==> src/rtl/execute_md.sv <==
// execute_md: RV32M-capable execute stage.
// Single-cycle ALU with operand forwarding and branch/jump resolution, plus a
// multi-cycle multiply/divide unit that freezes the front end through BusyH.
// Ports:
//   clk, rst_n                      clock, asynchronous active-low reset
//   PCC..RData2C, control *C        C-stage operands and control
//   ForwardAH/BH, Forward*H         forwarding selects and data
//   BusyH                           mul/div in progress (front-end freeze)
//   PCSrcA, PCTargetA               redirect request and target
//   *D                              D-stage pipeline register outputs
module execute_md #(
  parameter int DATA_WIDTH    = 32,
  parameter int MUL_STAGES    = 2,
  parameter int DIV_EARLY_OUT = 1
) (
  input  logic                  clk,
  input  logic                  rst_n,
  input  logic [DATA_WIDTH-1:0] PCC,
  input  logic [DATA_WIDTH-1:0] PCPlus4C,
  input  logic [DATA_WIDTH-1:0] ImmExtC,
  input  logic [DATA_WIDTH-1:0] RData1C,
  input  logic [DATA_WIDTH-1:0] RData2C,
  input  logic                  RegWriteC,
  input  logic                  MemWriteC,
  input  logic                  JumpC,
  input  logic                  BranchC,
  input  logic                  LinkRegCtrlC,
  input  logic                  MulDivC,
  input  logic                  FlushC,
  input  logic [1:0]            ALUSrcC,
  input  logic [1:0]            ResultSrcC,
  input  logic [3:0]            ALUCtrlC,
  input  logic [2:0]            Funct3C,
  input  logic [4:0]            RdC,
  input  logic [1:0]            ForwardAH,
  input  logic [1:0]            ForwardBH,
  input  logic [DATA_WIDTH-1:0] ForwardALUResultDH,
  input  logic [DATA_WIDTH-1:0] ForwardWriteResultEH,
  output logic                  BusyH,
  output logic                  PCSrcA,
  output logic [DATA_WIDTH-1:0] PCTargetA,
  output logic                  RegWriteD,
  output logic                  MemWriteD,
  output logic [1:0]            ResultSrcD,
  output logic [4:0]            RdD,
  output logic [2:0]            Funct3D,
  output logic [DATA_WIDTH-1:0] PCPlus4D,
  output logic [DATA_WIDTH-1:0] ALUResultD,
  output logic [DATA_WIDTH-1:0] MemWriteDataD
);

  localparam int SW = $clog2(DATA_WIDTH);
  localparam int CW = SW + 1;
  localparam logic [CW-1:0] DIV_LAST = CW'(DATA_WIDTH - 1);
  localparam logic [CW-1:0] MUL_LAST = CW'((MUL_STAGES > 3) ? (MUL_STAGES - 3) : 0);
  localparam logic [DATA_WIDTH-1:0] MIN_VAL = {1'b1, {(DATA_WIDTH-1){1'b0}}};

  localparam logic [1:0] ST_IDLE = 2'd0;
  localparam logic [1:0] ST_MUL  = 2'd1;
  localparam logic [1:0] ST_DIV  = 2'd2;
  localparam logic [1:0] ST_DONE = 2'd3;

  // One restoring-division step: returns {remainder, quotient} after shifting in one bit.
  function automatic logic [2*DATA_WIDTH-1:0] div_step(
    input logic [DATA_WIDTH-1:0] rem,
    input logic [DATA_WIDTH-1:0] quo,
    input logic [DATA_WIDTH-1:0] dvs
  );
    logic [DATA_WIDTH:0] sh;
    logic [DATA_WIDTH:0] trial;
    sh    = {rem, quo[DATA_WIDTH-1]};
    trial = sh - {1'b0, dvs};
    if (trial[DATA_WIDTH]) begin
      div_step = {sh[DATA_WIDTH-1:0], quo[DATA_WIDTH-2:0], 1'b0};
    end else begin
      div_step = {trial[DATA_WIDTH-1:0], quo[DATA_WIDTH-2:0], 1'b1};
    end
  endfunction

  logic [DATA_WIDTH-1:0]   fwd_a_s, fwd_b_s, alu_a_s, alu_b_s, alu_res_s;
  logic [DATA_WIDTH-1:0]   tgt_sum_s;
  logic                    taken_s;
  logic [1:0]              state_r;
  logic [CW-1:0]           cnt_r;
  logic [DATA_WIDTH-1:0]   a_r, b_r, quo_r, rem_r, pc4_r;
  logic [2:0]              f3_r;
  logic [4:0]              rd_r;
  logic                    neg_q_r, neg_r_r, dz_r, ovf_r;
  logic                    start_s, mul_now_s, busy_s;
  logic [DATA_WIDTH-1:0]   mop_a_s, mop_b_s, mul_res_s;
  logic [2:0]              mop_f3_s;
  logic [2*DATA_WIDTH-1:0] mext_a_s, mext_b_s, prod_s;
  logic                    div_signed_s, a_neg_s, b_neg_s, dz_s, ovf_s;
  logic [DATA_WIDTH-1:0]   a_mag_s, b_mag_s, q_fix_s, r_fix_s, div_res_s, done_res_s;
  logic [2*DATA_WIDTH-1:0] first_step_s, next_step_s;

  assign fwd_a_s = (ForwardAH == 2'b10) ? ForwardALUResultDH :
                   (ForwardAH == 2'b01) ? ForwardWriteResultEH : RData1C;
  assign fwd_b_s = (ForwardBH == 2'b10) ? ForwardALUResultDH :
                   (ForwardBH == 2'b01) ? ForwardWriteResultEH : RData2C;
  assign alu_a_s = ALUSrcC[1] ? PCC : fwd_a_s;
  assign alu_b_s = ALUSrcC[0] ? ImmExtC : fwd_b_s;

  // Single-cycle ALU.
  always_comb begin
    alu_res_s = '0;
    case (ALUCtrlC)
      4'd0:    alu_res_s = alu_a_s + alu_b_s;
      4'd1:    alu_res_s = alu_a_s - alu_b_s;
      4'd2:    alu_res_s = alu_a_s ^ alu_b_s;
      4'd3:    alu_res_s = alu_a_s | alu_b_s;
      4'd4:    alu_res_s = alu_a_s & alu_b_s;
      4'd5:    alu_res_s = alu_a_s << alu_b_s[SW-1:0];
      4'd6:    alu_res_s = alu_a_s >> alu_b_s[SW-1:0];
      4'd7:    alu_res_s = $unsigned($signed(alu_a_s) >>> alu_b_s[SW-1:0]);
      4'd8:    alu_res_s = {{(DATA_WIDTH-1){1'b0}}, ($signed(alu_a_s) < $signed(alu_b_s))};
      4'd9:    alu_res_s = {{(DATA_WIDTH-1){1'b0}}, (alu_a_s < alu_b_s)};
      4'd10:   alu_res_s = alu_b_s;
      default: alu_res_s = '0;
    endcase
  end

  // Branch condition on forwarded operands.
  always_comb begin
    taken_s = 1'b0;
    case (Funct3C)
      3'b000:  taken_s = (fwd_a_s == fwd_b_s);
      3'b001:  taken_s = (fwd_a_s != fwd_b_s);
      3'b100:  taken_s = ($signed(fwd_a_s) < $signed(fwd_b_s));
      3'b101:  taken_s = ($signed(fwd_a_s) >= $signed(fwd_b_s));
      3'b110:  taken_s = (fwd_a_s < fwd_b_s);
      3'b111:  taken_s = (fwd_a_s >= fwd_b_s);
      default: taken_s = 1'b0;
    endcase
  end

  assign tgt_sum_s = (LinkRegCtrlC ? fwd_a_s : PCC) + ImmExtC;
  assign PCTargetA = LinkRegCtrlC ? {tgt_sum_s[DATA_WIDTH-1:1], 1'b0} : tgt_sum_s;
  assign PCSrcA    = ~FlushC & (JumpC | (BranchC & taken_s));

  // Start of an M-op; single-stage multiplies finish in place without stalling.
  assign start_s   = (state_r == ST_IDLE) & MulDivC & ~FlushC;
  assign mul_now_s = start_s & ~Funct3C[2] & (MUL_STAGES == 1);
  assign busy_s    = (start_s & ~mul_now_s) |
                     (((state_r == ST_MUL) | (state_r == ST_DIV)) & ~FlushC);
  assign BusyH     = busy_s;

  // Multiplier reads live operands only when finishing in the start cycle.
  assign mop_a_s  = (state_r == ST_IDLE) ? fwd_a_s : a_r;
  assign mop_b_s  = (state_r == ST_IDLE) ? fwd_b_s : b_r;
  assign mop_f3_s = (state_r == ST_IDLE) ? Funct3C : f3_r;
  // MULH and MULHSU treat A as signed; only MULH treats B as signed.
  assign mext_a_s = {{DATA_WIDTH{mop_a_s[DATA_WIDTH-1] & ((mop_f3_s == 3'd1) | (mop_f3_s == 3'd2))}}, mop_a_s};
  assign mext_b_s = {{DATA_WIDTH{mop_b_s[DATA_WIDTH-1] & (mop_f3_s == 3'd1)}}, mop_b_s};
  assign prod_s    = mext_a_s * mext_b_s;
  assign mul_res_s = (mop_f3_s[1:0] == 2'd0) ? prod_s[DATA_WIDTH-1:0] : prod_s[2*DATA_WIDTH-1:DATA_WIDTH];

  // Divider setup: magnitudes, sign fix-up flags and special cases.
  assign div_signed_s = ~Funct3C[0];
  assign a_neg_s      = div_signed_s & fwd_a_s[DATA_WIDTH-1];
  assign b_neg_s      = div_signed_s & fwd_b_s[DATA_WIDTH-1];
  assign a_mag_s      = a_neg_s ? (-fwd_a_s) : fwd_a_s;
  assign b_mag_s      = b_neg_s ? (-fwd_b_s) : fwd_b_s;
  assign dz_s         = (fwd_b_s == '0);
  assign ovf_s        = div_signed_s & (fwd_a_s == MIN_VAL) & (fwd_b_s == {DATA_WIDTH{1'b1}});
  assign first_step_s = div_step('0, a_mag_s, b_mag_s);
  assign next_step_s  = div_step(rem_r, quo_r, b_r);

  assign q_fix_s    = neg_q_r ? (-quo_r) : quo_r;
  assign r_fix_s    = neg_r_r ? (-rem_r) : rem_r;
  assign div_res_s  = dz_r  ? (f3_r[1] ? a_r : {DATA_WIDTH{1'b1}}) :
                      ovf_r ? (f3_r[1] ? '0 : MIN_VAL) :
                      (f3_r[1] ? r_fix_s : q_fix_s);
  assign done_res_s = f3_r[2] ? div_res_s : mul_res_s;

  // M-op FSM and operand/divider state; a flush aborts any op in flight.
  always_ff @(posedge clk or negedge rst_n) begin
    if (!rst_n) begin
      state_r <= ST_IDLE;
      cnt_r   <= '0;
      a_r     <= '0;
      b_r     <= '0;
      quo_r   <= '0;
      rem_r   <= '0;
      pc4_r   <= '0;
      f3_r    <= 3'd0;
      rd_r    <= 5'd0;
      neg_q_r <= 1'b0;
      neg_r_r <= 1'b0;
      dz_r    <= 1'b0;
      ovf_r   <= 1'b0;
    end else if (FlushC) begin
      state_r <= ST_IDLE;
      cnt_r   <= '0;
    end else begin
      case (state_r)
        ST_IDLE: begin
          if (start_s) begin
            a_r     <= fwd_a_s;
            f3_r    <= Funct3C;
            rd_r    <= RdC;
            pc4_r   <= PCPlus4C;
            neg_q_r <= a_neg_s ^ b_neg_s;
            neg_r_r <= a_neg_s;
            dz_r    <= dz_s;
            ovf_r   <= ovf_s;
            if (!Funct3C[2]) begin
              // Multiply keeps the raw B operand.
              b_r   <= fwd_b_s;
              cnt_r <= '0;
              if (MUL_STAGES == 1) begin
                state_r <= ST_IDLE;
              end else if (MUL_STAGES == 2) begin
                state_r <= ST_DONE;
              end else begin
                state_r <= ST_MUL;
              end
            end else begin
              // Divide keeps |B| as divisor; the first iteration runs this cycle.
              b_r   <= b_mag_s;
              {rem_r, quo_r} <= first_step_s;
              cnt_r <= CW'(1);
              if ((DIV_EARLY_OUT != 0) && (dz_s || ovf_s)) begin
                state_r <= ST_DONE;
              end else begin
                state_r <= ST_DIV;
              end
            end
          end else begin
            state_r <= ST_IDLE;
          end
        end
        ST_MUL: begin
          if (cnt_r == MUL_LAST) begin
            state_r <= ST_DONE;
          end else begin
            cnt_r <= cnt_r + CW'(1);
          end
        end
        ST_DIV: begin
          {rem_r, quo_r} <= next_step_s;
          cnt_r <= cnt_r + CW'(1);
          if (cnt_r == DIV_LAST) begin
            state_r <= ST_DONE;
          end else begin
            state_r <= ST_DIV;
          end
        end
        ST_DONE: state_r <= ST_IDLE;
        default: state_r <= ST_IDLE;
      endcase
    end
  end

  // D-stage pipeline register: bubble on flush/stall, M-op result in DONE, else ALU.
  always_ff @(posedge clk or negedge rst_n) begin
    if (!rst_n) begin
      RegWriteD     <= 1'b0;
      MemWriteD     <= 1'b0;
      ResultSrcD    <= 2'd0;
      RdD           <= 5'd0;
      Funct3D       <= 3'd0;
      PCPlus4D      <= '0;
      ALUResultD    <= '0;
      MemWriteDataD <= '0;
    end else if (FlushC || busy_s) begin
      RegWriteD  <= 1'b0;
      MemWriteD  <= 1'b0;
      ResultSrcD <= 2'd0;
      RdD        <= 5'd0;
    end else if (state_r == ST_DONE) begin
      RegWriteD  <= RegWriteC;
      MemWriteD  <= 1'b0;
      ResultSrcD <= ResultSrcC;
      RdD        <= rd_r;
      Funct3D    <= f3_r;
      PCPlus4D   <= pc4_r;
      ALUResultD <= done_res_s;
    end else begin
      RegWriteD     <= RegWriteC;
      MemWriteD     <= MemWriteC & ~MulDivC;
      ResultSrcD    <= ResultSrcC;
      RdD           <= RdC;
      Funct3D       <= Funct3C;
      PCPlus4D      <= PCPlus4C;
      ALUResultD    <= mul_now_s ? mul_res_s : alu_res_s;
      MemWriteDataD <= fwd_b_s;
    end
  end

endmodule

==> config.mk <==
export PLATFORM = sky130hd
export DESIGN_NAME = execute_md
export DESIGN_NICKNAME = d
export VERILOG_FILES = /design/src/rtl/execute_md.sv
export SDC_FILE = /design/constraint.sdc
export NUM_CORES = 2
export LEC_CHECK = 0
export CORE_ASPECT_RATIO = 0.9
export CORE_MARGIN = 2
export CORE_UTILIZATION = 40
export CTS_CLUSTER_DIAMETER = 60
export DETAILED_ROUTE_END_ITERATION = 10
export GPL_TIMING_DRIVEN = 0
export PLACE_DENSITY = 0.66
export SETUP_SLACK_MARGIN = 0.3
export SLEW_MARGIN = 10
export SYNTH_ARGS = -nofsm -noshare
export SYNTH_HDL_FRONTEND = slang
export SYNTH_SLANG_ARGS = --single-unit
export TNS_END_PERCENT = 30
==> constraint.sdc <==
create_clock -name clk -period 30.7 [get_ports clk]
set_input_delay 6.14 -clock clk [delete_from_list [all_inputs] [get_ports clk]]
set_output_delay 6.14 -clock clk [all_outputs]
set_load 0.05 [all_outputs]
==> qor.txt <==
vias -> 70900
Die H -> 401 µm
Crit-path slowest cell -> a211oi_1
reg-to-reg startpoint -> state_r[0]
Slew headroom -> 1.54%
Max clock buf depth -> 3
FP Rows -> 145
WP buf/inv -> 6
Cell Area, Placed -> 0.0779 mm²
Mapped Area -> 0.0701 mm²
CTS tree -> built
crit path time final -> 20.88 ns
max incr delay on CP -> 0.99 ns
Yosys cell types -> 88
async set-reset flop share out of synthesis -> 100%
drt total wl -> 386 mm
gr ovfl total -> 0
number of remaining DRC errors -> 0
Worst Path Required -> 24.56 ns
vias per inst -> 6.20
top cell type's share of synthesized area -> 32.3%
RSZ-0062 raised after global routing -> false
Slew Viols, Final -> 0
Reg2Reg Setup Slack -> 15.75 ns
H-tree Lvls -> 2
fraction of layout cells with a size suffix above 1 -> 4.79%
setup-violating endpoint count in the final report -> 0
detailed placer's ending HPWL -> 327 mm
Die Wd -> 445 µm
synth-to-layout area growth -> 13.4%
crit path cell chain -> clkdlybuf4s50_1 > clkbuf_1 > clkbuf_1 > clkbuf_1 > nor3b_1 > a211oi_1 > clkbuf_1 > mux2_2 > ha_1 > o21ai_0 > a211oi_1 > a211oi_1 > nor3_1 > o311a_1 > o21a_1 > o21a_1 > o41ai_1 > o221ai_1 > o31ai_1 > xnor2_1 > clkdlybuf4s50_1
crit path from -> ForwardAH[0]
HP Start -> pc4_r[26]
Crit path arrival time -> 14.74 ns
Final Skew -> 0.0310 ns
post-synthesis sequential area ratio -> 10.3%
global-route usage over all layers -> 42.4%
total CTS buffers -> 41
CORE AREA -> 0.174 mm²
RePlAce Congestion -> 1.08
critical path's top delay family -> buffers and inverters
design area -> 0.0795 mm²
f_max -> 0.0479 GHz
syn_nets -> 10400
antenna viol nets, final -> 0
YS warnings -> 0
Worst-Skew Late Latency -> 0.63 ns
outcome -> complete, no violations
I/O pin cnt -> 395
leading post-synthesis cells by cell area -> fa_1 (32%), dfrtp_1 (10%), ha_1 (7.4%)
initial antenna violation count -> 41
Post-synth EDFFs -> 0
pin count of the biggest net entering global routing -> 93
CP max FO -> 10
Hold Fails Final Rpt -> 0
nets -> 10900
Reg clk slew, reported paths -> 0.05 ns
flops & latches, synth -> 288
area leader, netlist -> fa_1
CTS Sinks -> 288
Setup TNS -> 0 ns
startpoint types -> input pin
Wirelength per Cell -> 33.8 µm
Initial DRT Pass Iterations -> 8
post-CTS setup buffers -> 0
Avg Cell Area, Syn -> 8.15 µm²
# hold bufs at CTS -> 0
maxcap violations -> 0
Detailed Route Iter0 Violations -> 9267
Starting Density -> 40.3%
Mapped Cells -> 8602
Top FF cell, synth -> dfrtp_1
Setup CP Type -> in2out
DP Worst Slack -> 10.48 ns
crit path capture type -> output port
Worst Tran Pin Value -> 1.44 ns
cts repair resizes -> 0
I/O Buffers -> 386
Tcrit/Tclk final -> 68.0%
setup ws final -> 9.82 ns
Die ar. -> 0.179 mm²
number of global-route vias before repair -> 69200
clock root buffer -> clkbuf_16
most used cell, CP -> clkbuf_1
hold crit path type -> reg2reg
global-route wire length before repair -> 536 mm
-- cell usage after synthesis (all sizes together) (103+ instances only) --
cell / n
a21oi: 381
clkbuf: 418
dfrtp: 288
fa: 1129
ha: 417
inv: 1274
mux2: 103
mux2i: 237
nand2: 1333
nor2: 806
o21ai: 491
xnor2: 185
-- worst reg2reg max path, delay by kind of cell (launching register included) --
family | cells | cell delay (ns)
buffers and inverters | 12 | 4.49
AO/OA/AOI/OAI | 8 | 4.48
XOR/XNOR | 1 | 0.21
flip-flops | 1 | 0.42
AND/OR/NAND/NOR | 5 | 0.76
adder cells (fa/ha/maj) | 10 | 4.42
-- cell usage in the layout (no fill, tap or decap), types with 30 or more instances in the layout --
master           count
and2_1              33
nand2_1           1333
nand2b_1            58
nor2_1             804
clkdlybuf4s50_1    385
or3_1               31
nor4_1              30
dfrtp_1            288
nor3b_1             33
a221oi_1            36
a21oi_1            379
nor2b_1             41
mux2_2             103
nand4_1             57
xnor2_1            185
o211ai_1            79
o31ai_1             51
o221ai_1            41
inv_1             1267
mux2i_1            203
o21ai_0            460
clkbuf_16           42
a21o_1              79
xor2_1              74
nand3_1             95
buf_1               48
o21a_1              38
a31oi_1             64
a211oi_1            53
ha_1               417
nor3_1              73
clkbuf_1           416
fa_1              1128
o21bai_1            33
-- layer usage --
layer	GRT usage [%]	routed length (µm)	up-vias	share of wire (%)
met5	0.350	318	-	0.082
li1	-	-	29100	-
met3	16.2	53100	869	14
met2	58.3	154000	4816	40
met1	58.9	158000	36100	41
met4	18.3	20500	36	5.3
-- state kept, by name, indices dropped and copies added (netlist names), 3 cells and up --
register	count
ALUResultD	32
cnt_r	6
MemWriteDataD	32
rem_r	32
quo_r	32
b_r	32
RdD	5
PCPlus4D	32
Funct3D	3
f3_r	3
a_r	32
rd_r	5
pc4_r	32
-- final cells by class --
cell class | count | area, µm²
buffer | 495 | 1950
fill | 17500 | 94300
antenna | 24 | 60.1
inverter | 1293 | 4850
timing repair buffer | 441 | 4550
tap | 2278 | 2850
clock buffer | 49 | 1120
sequential | 288 | 7210
clock inverter | 26 | 332
multi-input combinational | 6526 | 56600
-- path summary, 6_finish.rpt --
kind,cells after the start,end
worst max register to register,36,ALUResultD[21]
min in group asynchronous,1,MemWriteDataD[9]
worst min register to register,2,pc4_r[26]
max in group asynchronous,4,b_r[20]
worst min-delay path,2,pc4_r[26]
worst max-delay path,21,PCTargetA[30]
-- kinds of logic after synthesis --
| group | Yosys count | share of synthesized area [%] |
|---|---|---|
| DFF | 288 | 10.3 |
| AOI/OAI and AO/OA | 1658 | 15.2 |
| buffers and inverters | 1788 | 9.70 |
| adders and majority gates | 1546 | 39.7 |
| and+or+nand+nor | 2721 | 16.7 |
| xor gates and xnor gates | 260 | 3.26 |
| muxes | 341 | 5.07 |
-- through the flow --
stage          utilization [%]  hold WS (ns)  instances
2_1_floorplan                -         0.445       8602
3_3_place_gp              44.2         0.457      11300
3_5_place_dp              44.8         0.463      11300
4_1_cts                   45.7         0.478      11400
5_1_grt                   45.7         0.497      11400
6_report                  45.7         0.475      11400
Power is left out: the tool's default activity adds up to more than one toggle a clock period on the data nets, which glitch-free logic cannot reach.
